## config.mk

```make
export PLATFORM = sky130hd
export DESIGN_NAME = txn_req_fifo
export DESIGN_NICKNAME = d
export VERILOG_FILES = /design/src/rtl/common_pkg.sv /design/src/rtl/txn_req_fifo_mem.sv /design/src/rtl/txn_req_fifo.sv
export SDC_FILE = /design/constraint.sdc
export NUM_CORES = 1
export LEC_CHECK = 0
export CAP_MARGIN = 20
export CORE_AREA = 2 2 387 389
export CTS_CLUSTER_SIZE = 8
export DETAILED_ROUTE_END_ITERATION = 10
export DIE_AREA = 0 0 389 391
export PLACE_DENSITY = 0.71
export SYNTH_ARGS = -nofsm -noshare
export SYNTH_HDL_FRONTEND = slang
export SYNTH_HIERARCHICAL = 1
export SYNTH_SLANG_ARGS = --single-unit
```

## constraint.sdc

```tcl
create_clock -name clk -period 22.5 [get_ports clk]
set_clock_uncertainty 0.2 [all_clocks]
set_input_delay 3.375 -clock clk [delete_from_list [all_inputs] [get_ports clk]]
set_output_delay 3.375 -clock clk [all_outputs]
set_load 0.05 [all_outputs]
```

## src/rtl/common_pkg.sv

```systemverilog
// Shared widths, command codes and the transaction record used across the ingress path.
package common_pkg;

  localparam int unsigned ADDR_WIDTH = 32;
  localparam int unsigned DATA_WIDTH = 64;
  localparam int unsigned MAX_TRANS  = 1024;
  localparam int unsigned ID_WIDTH   = $clog2(MAX_TRANS);

  typedef enum logic [1:0] {
    CMD_NONE  = 2'b00,
    CMD_READ  = 2'b01,
    CMD_WRITE = 2'b10,
    CMD_RSVD  = 2'b11
  } cmd_e;

  typedef struct packed {
    cmd_e                  cmd;
    logic [ADDR_WIDTH-1:0] addr;
    logic [DATA_WIDTH-1:0] data;
    logic [ID_WIDTH-1:0]   id;
  } txn_t;

  function automatic logic is_legal_cmd(input cmd_e cmd);
    return (cmd == CMD_READ) || (cmd == CMD_WRITE);
  endfunction

endpackage

```

## src/rtl/txn_req_fifo_mem.sv

```systemverilog
// Generic DEPTH x WIDTH synchronous FIFO storage; occupancy is tracked by an explicit counter.
module sync_fifo_mem #(
  parameter int unsigned WIDTH = 8,
  parameter int unsigned DEPTH = 16
) (
  input  logic                     clk,
  input  logic                     rst,
  input  logic                     clr,
  input  logic                     wr_en,
  input  logic [WIDTH-1:0]         wr_data,
  input  logic                     rd_en,
  output logic [WIDTH-1:0]         rd_data,
  output logic [$clog2(DEPTH):0]   count,
  output logic                     full,
  output logic                     empty
);

  localparam int unsigned PtrW = (DEPTH > 1) ? $clog2(DEPTH) : 1;
  localparam int unsigned CntW = $clog2(DEPTH) + 1;

  logic [WIDTH-1:0] mem_q [DEPTH];
  logic [PtrW-1:0]  wr_ptr_q, rd_ptr_q;
  logic [CntW-1:0]  count_q;
  logic             do_wr, do_rd;

  assign full  = (count_q == CntW'(DEPTH));
  assign empty = (count_q == '0);
  assign do_wr = wr_en && !full;
  assign do_rd = rd_en && !empty;

  // Storage is intentionally not reset; head contents are don't-care while empty.
  always_ff @(posedge clk) begin
    if (do_wr && !rst && !clr) begin
      mem_q[wr_ptr_q] <= wr_data;
    end
  end

  always_ff @(posedge clk) begin
    if (rst || clr) begin
      wr_ptr_q <= '0;
      rd_ptr_q <= '0;
      count_q  <= '0;
    end else begin
      if (do_wr) wr_ptr_q <= wr_ptr_q + PtrW'(1);
      if (do_rd) rd_ptr_q <= rd_ptr_q + PtrW'(1);
      unique case ({do_wr, do_rd})
        2'b10:   count_q <= count_q + CntW'(1);
        2'b01:   count_q <= count_q - CntW'(1);
        default: count_q <= count_q;
      endcase
    end
  end

  assign rd_data = mem_q[rd_ptr_q];
  assign count   = count_q;

endmodule

```

## src/rtl/txn_req_fifo.sv

```systemverilog
// Ingress FIFO: filters illegal commands, tags legal ones with a wrapping sequential ID.
module txn_req_fifo
  import common_pkg::*;
#(
  parameter int unsigned ADDR_WIDTH = common_pkg::ADDR_WIDTH,
  parameter int unsigned DATA_WIDTH = common_pkg::DATA_WIDTH,
  parameter int unsigned DEPTH      = 16,
  parameter int unsigned ID_WIDTH   = common_pkg::ID_WIDTH
) (
  input  logic                     clk,
  input  logic                     rst,
  input  logic                     flush,
  input  logic                     in_valid,
  output logic                     in_ready,
  input  logic [1:0]               in_cmd,
  input  logic [ADDR_WIDTH-1:0]    in_addr,
  input  logic [DATA_WIDTH-1:0]    in_data,
  output logic                     out_valid,
  input  logic                     out_ready,
  output logic [1:0]               out_cmd,
  output logic [ADDR_WIDTH-1:0]    out_addr,
  output logic [DATA_WIDTH-1:0]    out_data,
  output logic [ID_WIDTH-1:0]      out_id,
  output logic [$clog2(DEPTH):0]   count,
  output logic                     cmd_err
);

  // Entry layout matches txn_t: {cmd, addr, data, id}.
  localparam int unsigned EntryW = 2 + ADDR_WIDTH + DATA_WIDTH + ID_WIDTH;

  logic                full, empty;
  logic                push, pop, cmd_legal;
  logic                wr_en, rd_en;
  logic [EntryW-1:0]   wr_entry, rd_entry;
  logic [ID_WIDTH-1:0] next_id_q;
  logic                cmd_err_q;

  assign in_ready  = !full;
  assign out_valid = !empty;
  assign push      = in_valid && in_ready;
  assign pop       = out_valid && out_ready;
  assign cmd_legal = is_legal_cmd(cmd_e'(in_cmd));

  // Flush wins over any same-cycle handshake.
  assign wr_en    = push && cmd_legal && !flush;
  assign rd_en    = pop && !flush;
  assign wr_entry = {in_cmd, in_addr, in_data, next_id_q};

  sync_fifo_mem #(
    .WIDTH (EntryW),
    .DEPTH (DEPTH)
  ) u_mem (
    .clk     (clk),
    .rst     (rst),
    .clr     (flush),
    .wr_en   (wr_en),
    .wr_data (wr_entry),
    .rd_en   (rd_en),
    .rd_data (rd_entry),
    .count   (count),
    .full    (full),
    .empty   (empty)
  );

  always_ff @(posedge clk) begin
    if (rst) begin
      next_id_q <= '0;
    end else if (wr_en) begin
      if (next_id_q == ID_WIDTH'(MAX_TRANS - 1)) begin
        next_id_q <= '0;
      end else begin
        next_id_q <= next_id_q + ID_WIDTH'(1);
      end
    end
  end

  always_ff @(posedge clk) begin
    if (rst || flush) begin
      cmd_err_q <= 1'b0;
    end else begin
      cmd_err_q <= push && !cmd_legal;
    end
  end

  assign cmd_err = cmd_err_q;
  assign {out_cmd, out_addr, out_data, out_id} = rd_entry;

endmodule

```

==> impl_metrics.yaml, run 1 <==
detailed_routing:
  routed_wl_mm: 151
  ant_nets: 0
  via_count: 31100
  drc: 0
  post_drt_wl_per_cell_um: 29.3
  drt_iter0_markers: 3084
  via_per_inst: 6.04
  drt_first_pass_iters: 7
sta:
  slew_viol_final: 0
  post-route-min-period_ps: 9520
  whs_ps: 290
  setup_violations: 0
  setup_tns_ps: 0
  grt_setup_unrepaired: "false"
  relSlewSlack_pct: 28.1
  max_freq_mhz: 105
  worst_slew_pin_slew_ps: 1080
  post-route-period-util_pct: 42.3
  hold_viol: 0
clock_network:
  cts_buffers: 238
  path_clk_slew_ps: 50
  cts-root-buf: "clkbuf_16"
  ctsHoldBuffers: 0
  clkSinkCount: 1756
  post-cts-setup-buffer-count: 0
  htreeDepth: 4
  cts_tree: "built"
  clkLatencyLatePin_ps: 820
  cts_buffer_depth: 3
  cts_resized: 0
floorplan:
  chipHeight_um: 391
  pin_count: 219
  die_w_um: 389
  coreArea_mm2: 0.149
  num_rows: 142
  start_util_pct: 44.4
  dieArea_mm2: 0.152
global_routing:
  track_usage_pct: 19.8
  grt_antenna_before_repair: 19
  grt_pass1_vias: 32100
  grt_max_degree: 137
  grt_pass1_wl_mm: 218
  grt-ovfl-total: 0
flow_run:
  max-cap-violations: 0
yosys:
  yosys.area_share.simple_pct: 1.34
  ys_seq_area_share_pct: 79.5
  synthAdderAreaFrac_pct: 0.220
  synth-edff-count: 1728
  avgSynthCellArea_um2: 23.5
  yosysMostFrequentCell: "edfxtp_1"
  synth_top_family_by_area: "multiplexers"
  synthArstFlopShare_pct: 0
  yosysWarningCount: 6
  synth_compound_area_share_pct: 2.66
  synth.top_cells.by_count: "1728 x edfxtp_1, 432 x mux4_2, 216 x a22oi_1, 119 x nand2_1, 62 x clkbuf_1"
  synthMuxAreaShare_pct: 14.8
  synthXorXnorAreaFrac_pct: 0.201
  ys_seq_elements: 1756
  synthDominantCellAreaShare_pct: 78.6
  netlist_instances: 2812
  syn_nets: 2926
  netlist_area_mm2: 0.0660
  ys.flop_type: "edfxtp_1"
  synth.distinct_cells: 50
  synth_area_leaders: "edfxtp_1 79%, mux4_2 15%, a22oi_1 2.5%"
  yosysTopAreaCell: "edfxtp_1"
critical_path:
  rr_endpoint: "u_mem/mem_q[8][23]$_DFFE_PP_"
  path_cells: "buf_4, buf_4, buf_4, mux4_2, a22oi_1, nand2_1, clkdlybuf4s50_1"
  r2r_slack_ps: 16990
  r2r_start: "u_mem/count[1]$_SDFFE_PP0P_"
  max_stage_delay_ps: 890
  worst_ep_arrival_time_ps: 5940
  r2r_cells: 9
  crit_path_end_kind: "output port"
  crit_top_cell: "buf_4"
  path_buf_inv: 4
  crit_slowest_cell: "buf_4"
  start_kind: "flop"
  cp_data_required_time_ps: 18930
  crit_type: "flop to output port"
  critical-path-top-delay-family: "buffers and inverters"
  worstPathMaxFanout: 69
outcome:
  status: "completed"
cells_and_area:
  drive_gt1_share_pct: 23.8
  synthToLayoutAreaGrowth_pct: 16.4
  final_nets: 3278
hold_path:
  hold_class: "flop to flop"
  hold-path-endpoint: "u_mem/rd_ptr_q[3]$_SDFFE_PP0P_"
  min_path_cells: 2
  hold_start: "u_mem/rd_ptr_q[3]$_SDFFE_PP0P_"
placement:
  numPortBuffers: 218
  gp_congestion: 0.720
  hpwl_mm: 67.2
power_and_ir_drop:
  p_per_area_mw_per_mm2: 88.5
  vdd_drop_max_mv: 0.0636
  p_total_w: 0.00680
  p_leak_nw: 23.4
-- worst register-to-register path, stage by stage (launching register included) --
cell and delay (ps):
dfxtp_1 420, or4_1 340, nor2_1 110, or3b_1 550, nor2_2 260, o21a_1 350, nand2_1 310, nor2_4 760
buf_4 940, buf_4 850
-- kinds of logic after synthesis --
family,Yosys count
flops,1756
mux,438
compound gates,234
simple gates,202
buf+inv,158
xor+xnor,13
fa+ha+maj,11
-- through the flow --
stage	util, %	cell area (um2)	cells	worst slack [ps]
after floorplan	-	66000	2812	12810
after global placement	47.4	70500	4867	13740
after detailed placement	47.4	70500	4867	13730
after CTS	51.7	76800	5139	12790
after global routing	51.7	76800	5142	12590
final	51.7	76800	5143	12980
-- worst max-delay path by stage --
stage | startpoint | depth (start not counted) | end
global route | flop | 7 | out_data[57]
CTS | flop | 7 | out_data[63]
global placement | flop | 7 | out_data[63]
detailed placement | flop | 7 | out_data[63]
floorplan | flush | 7 | u_mem/mem_q[12][0]$_DFFE_PP_
finish | flop | 7 | out_addr[23]
-- placed cells by master, fill, tap and decap left out, drive strengths merged, types with 2 or more instances in the layout --
cell type,n
edfxtp,1728
mux4,432
clkbuf,259
clkdlybuf4s50,218
a22oi,216
nand2,119
nor2,48
buf,42
dfxtp,28
inv,17
ha,10
xnor2,8
a21oi,8
nand3,7
xor2,5
clkinv,5
nor3b,4
mux2i,4
nor2b,4
diode,3
or4,3
o211ai,3
and3,2
mux2,2
or2,2
nor3,2
o21ai,2
nor4,2
-- layer usage --
metal | vias up | track usage, % | share of wire, % | wire length [um]
met5 | - | 0 | 0.068 | 103
met4 | 16 | 5.78 | 2.0 | 3000
met2 | 1395 | 31.6 | 49 | 73500
met3 | 225 | 4.37 | 8.2 | 12400
met1 | 16800 | 27.8 | 41 | 61700
li1 | 12600 | - | - | -
-- report_power, final --
group	internal [W]	total [W]	switching, W
Sequential	0.00360	0.00360	0.00000187
Clock	0.00189	0.00312	0.00123
Combinational	0.0000248	0.0000805	0.0000557
-- final cells by class --
| type | count | area (um2) |
|---|---|---|
| antenna | 3 | 7.51 |
| clock buffer | 259 | 6120 |
| multi-input combinational | 898 | 12900 |
| sequential | 1756 | 52500 |
| timing repair buffer | 260 | 2700 |
| tap | 1944 | 2430 |
| clock inverter | 13 | 195 |
| inverter | 10 | 37.5 |
| fill | 11200 | 71700 |
-- registers in the layout, indices dropped and copies added, names as in the netlist, named ones only --
register        count
cmd_err             1
u_mem/rd_ptr_q      4
u_mem/count         5
u_mem/wr_ptr_q      4
u_mem/mem_q      1728
next_id_q          10
(Power assumes the default switching activity.)
==> run 2, diff against run 1 <==
--- a/config.mk
+++ b/config.mk
@@ -10,7 +10,7 @@
 export CTS_CLUSTER_SIZE = 8
 export DETAILED_ROUTE_END_ITERATION = 10
 export DIE_AREA = 0 0 389 391
-export PLACE_DENSITY = 0.71
+export PLACE_DENSITY = 0.74
 export SYNTH_ARGS = -nofsm -noshare
 export SYNTH_HDL_FRONTEND = slang
 export SYNTH_HIERARCHICAL = 1
==> constraint.sdc (replaced) <==
create_clock -name clk -period 8.11 [get_ports clk]
set_clock_uncertainty 0.2 [all_clocks]
set_input_delay 1.2165 -clock clk [delete_from_list [all_inputs] [get_ports clk]]
set_output_delay 1.2165 -clock clk [all_outputs]
set_load 0.05 [all_outputs]
==> run 2 against run 1 <==
  * Non-clock buffer count up 7
  * Critical endpoint unchanged
  * Clock power rose to 2.8 times the previous value
  * Sequential power rose to 2.8 times the previous value
  * Core utilization up 0.12 points
  * First-iteration DRC count up 7.7%
  * Worst hold slack better by 17 ps
  * Final area up 0.24%
  * Cell count up 0.31%
  * Clock-buffer cell count up 9
==> impl_metrics.yaml, run 2 (synthesized netlist as in run 1, its figures left out) <==
outcome:
  status: "completed"
power_and_ir_drop:
  internal-power_w: 0.0153
  p_per_area_mw_per_mm2: 245
  p_leak_nw: 23.5
  comb_power_share_pct: 1.2
  vdd_drop_max_mv: 0.212
  p_clk_share_pct: 45.9
  p_sw_w: 0.00363
  p_sw_share_pct: 19.2
  seq_power_share_pct: 52.9
sta:
  post-route-min-period_ps: 5810
  setup_violations: 0
  post-route-period-util_pct: 71.6
  relSlewSlack_pct: 32.3
  worst_slew_pin_slew_ps: 1020
  setup_tns_ps: 0
  slew_viol_final: 0
  max_freq_mhz: 172
  grt_setup_unrepaired: "false"
  hold_viol: 0
clock_network:
  clkLatencyLatePin_ps: 840
  cts_buffer_depth: 3
  post-cts-setup-buffer-count: 0
  ctsHoldBuffers: 0
  htreeDepth: 4
  cts_tree: "built"
  cts_resized: 0
  clkSinkCount: 1756
  cts_buffers: 237
  cts-root-buf: "clkbuf_16"
  path_clk_slew_ps: 50
global_routing:
  track_usage_pct: 19.5
  grt_max_degree: 116
  grt_antenna_before_repair: 18
  grt_pass1_vias: 32800
  grt_pass1_wl_mm: 217
  grt-ovfl-total: 0
placement:
  numPortBuffers: 218
  gp_congestion: 0.726
  hpwl_mm: 67.0
  dpl.cell_count: 4874
critical_path:
  path_cells: "and2_4, buf_4, a22oi_1, nand2_1, clkdlybuf4s50_1"
  crit_slowest_cell: "clkdlybuf4s50_1"
  max_stage_delay_ps: 870
  start_kind: "flop"
  crit_type: "flop to output port"
  worstPathMaxFanout: 46
  cp_data_required_time_ps: 6690
  r2r_slack_ps: 3680
  worst_ep_arrival_time_ps: 4390
  crit_path_end_kind: "output port"
floorplan:
  pin_count: 219
  num_rows: 142
  dieArea_mm2: 0.152
  die_w_um: 389
  start_util_pct: 44.4
  coreArea_mm2: 0.149
  chipHeight_um: 391
hold_path:
  hold_class: "flop to flop"
detailed_routing:
  drc: 0
  via_per_inst: 5.99
  via_count: 30900
  routed_wl_mm: 148
  drt_first_pass_iters: 5
  ant_nets: 0
  drt_iter0_markers: 3323
  post_drt_wl_per_cell_um: 28.7
cells_and_area:
  drive_gt1_share_pct: 23.9
  largest_reg_flops: 1728
  stdcell_count: 5159
  synthToLayoutAreaGrowth_pct: 16.6
  final_nets: 3284
  final_cell_mix: "1728 x edfxtp_1, 432 x mux4_2, 240 x clkbuf_16"
  layout_commonest_cell: "edfxtp_1"
  top_register: "u_mem/mem_q"
  finalCoreUtilization_pct: 51.8
  fillCellCount: 11100
flow_run:
  max-cap-violations: 0
-- run 2: cell count changes in the layout (fill, tap and decap cells not counted), sizes merged --
| cell | before | now |
|---|---|---|
| inv | 17 | 16 |
| bufinv | 1 | 0 |
| buf | 42 | 49 |
| clkbuf | 259 | 268 |
| clkinv | 5 | 7 |
-- run 2: layout make-up --
cell class	count	area [um2]	area share [%]
flip-flops and latches	1756	52500	68.1
multi-input cells	898	12900	16.7
clock buffers	268	6110	7.94
repair buffers	267	2830	3.67
well taps	1944	2430	3.16
clock inverters	13	259	0.336
inverters	10	37.5	0.0488
diodes	3	7.51	0.00975
-- run 2: through the flow --
stage                     cell area [um2]  setup WS (ps)  power (W)  hold WS (ps)
after floorplan                     66000            576     0.0102           259
after global placement              70600           2800     0.0104           302
after detailed placement            70600           2680     0.0104           296
after CTS                           77000           2290     0.0190           310
after global routing                77000           2150     0.0194           349
final                               77000           2300     0.0189           307
-- run 2: path summary, 6_finish.rpt --
kind	from	end	cells after the start
worst max-delay path	flop	out_addr[23]	5
worst min-delay path	u_mem/rd_ptr_q[3]$_SDFFE_PP0P_	u_mem/rd_ptr_q[3]$_SDFFE_PP0P_	2
worst max register to register	u_mem/count[1]$_SDFFE_PP0P_	u_mem/mem_q[2][3]$_DFFE_PP_	9
worst min register to register	u_mem/rd_ptr_q[3]$_SDFFE_PP0P_	u_mem/rd_ptr_q[3]$_SDFFE_PP0P_	2
-- run 2: worst max-delay path, delay by kind of cell (launching register included) --
family | cells | cell delay, ps
buffers and inverters | 2 | 1660
and+or+nand+nor | 2 | 1110
DFF | 1 | 460
AOI/OAI and AO/OA | 1 | 220
-- run 2: layer usage --
| metal | vias to the layer above | wire, um | track usage (%) |
|---|---|---|---|
| li1 | 12700 | - | - |
| met1 | 16600 | 59500 | 27.0 |
| met2 | 1388 | 72200 | 31.0 |
| met3 | 235 | 13100 | 5.03 |
| met4 | 22 | 2860 | 5.32 |
| met5 | - | 126 | 0 |
-- run 2: power by group through the flow --
stage | combinational [W] | clock (W) | sequential [W]
global placement | 0.000215 | 0 | 0.0102
floorplan | 0.0000525 | 0 | 0.0102
CTS | 0.000227 | 0.00883 | 0.00999
detailed placement | 0.000226 | 0 | 0.0102
global route | 0.000246 | 0.00919 | 0.00998
finish | 0.000224 | 0.00867 | 0.00999
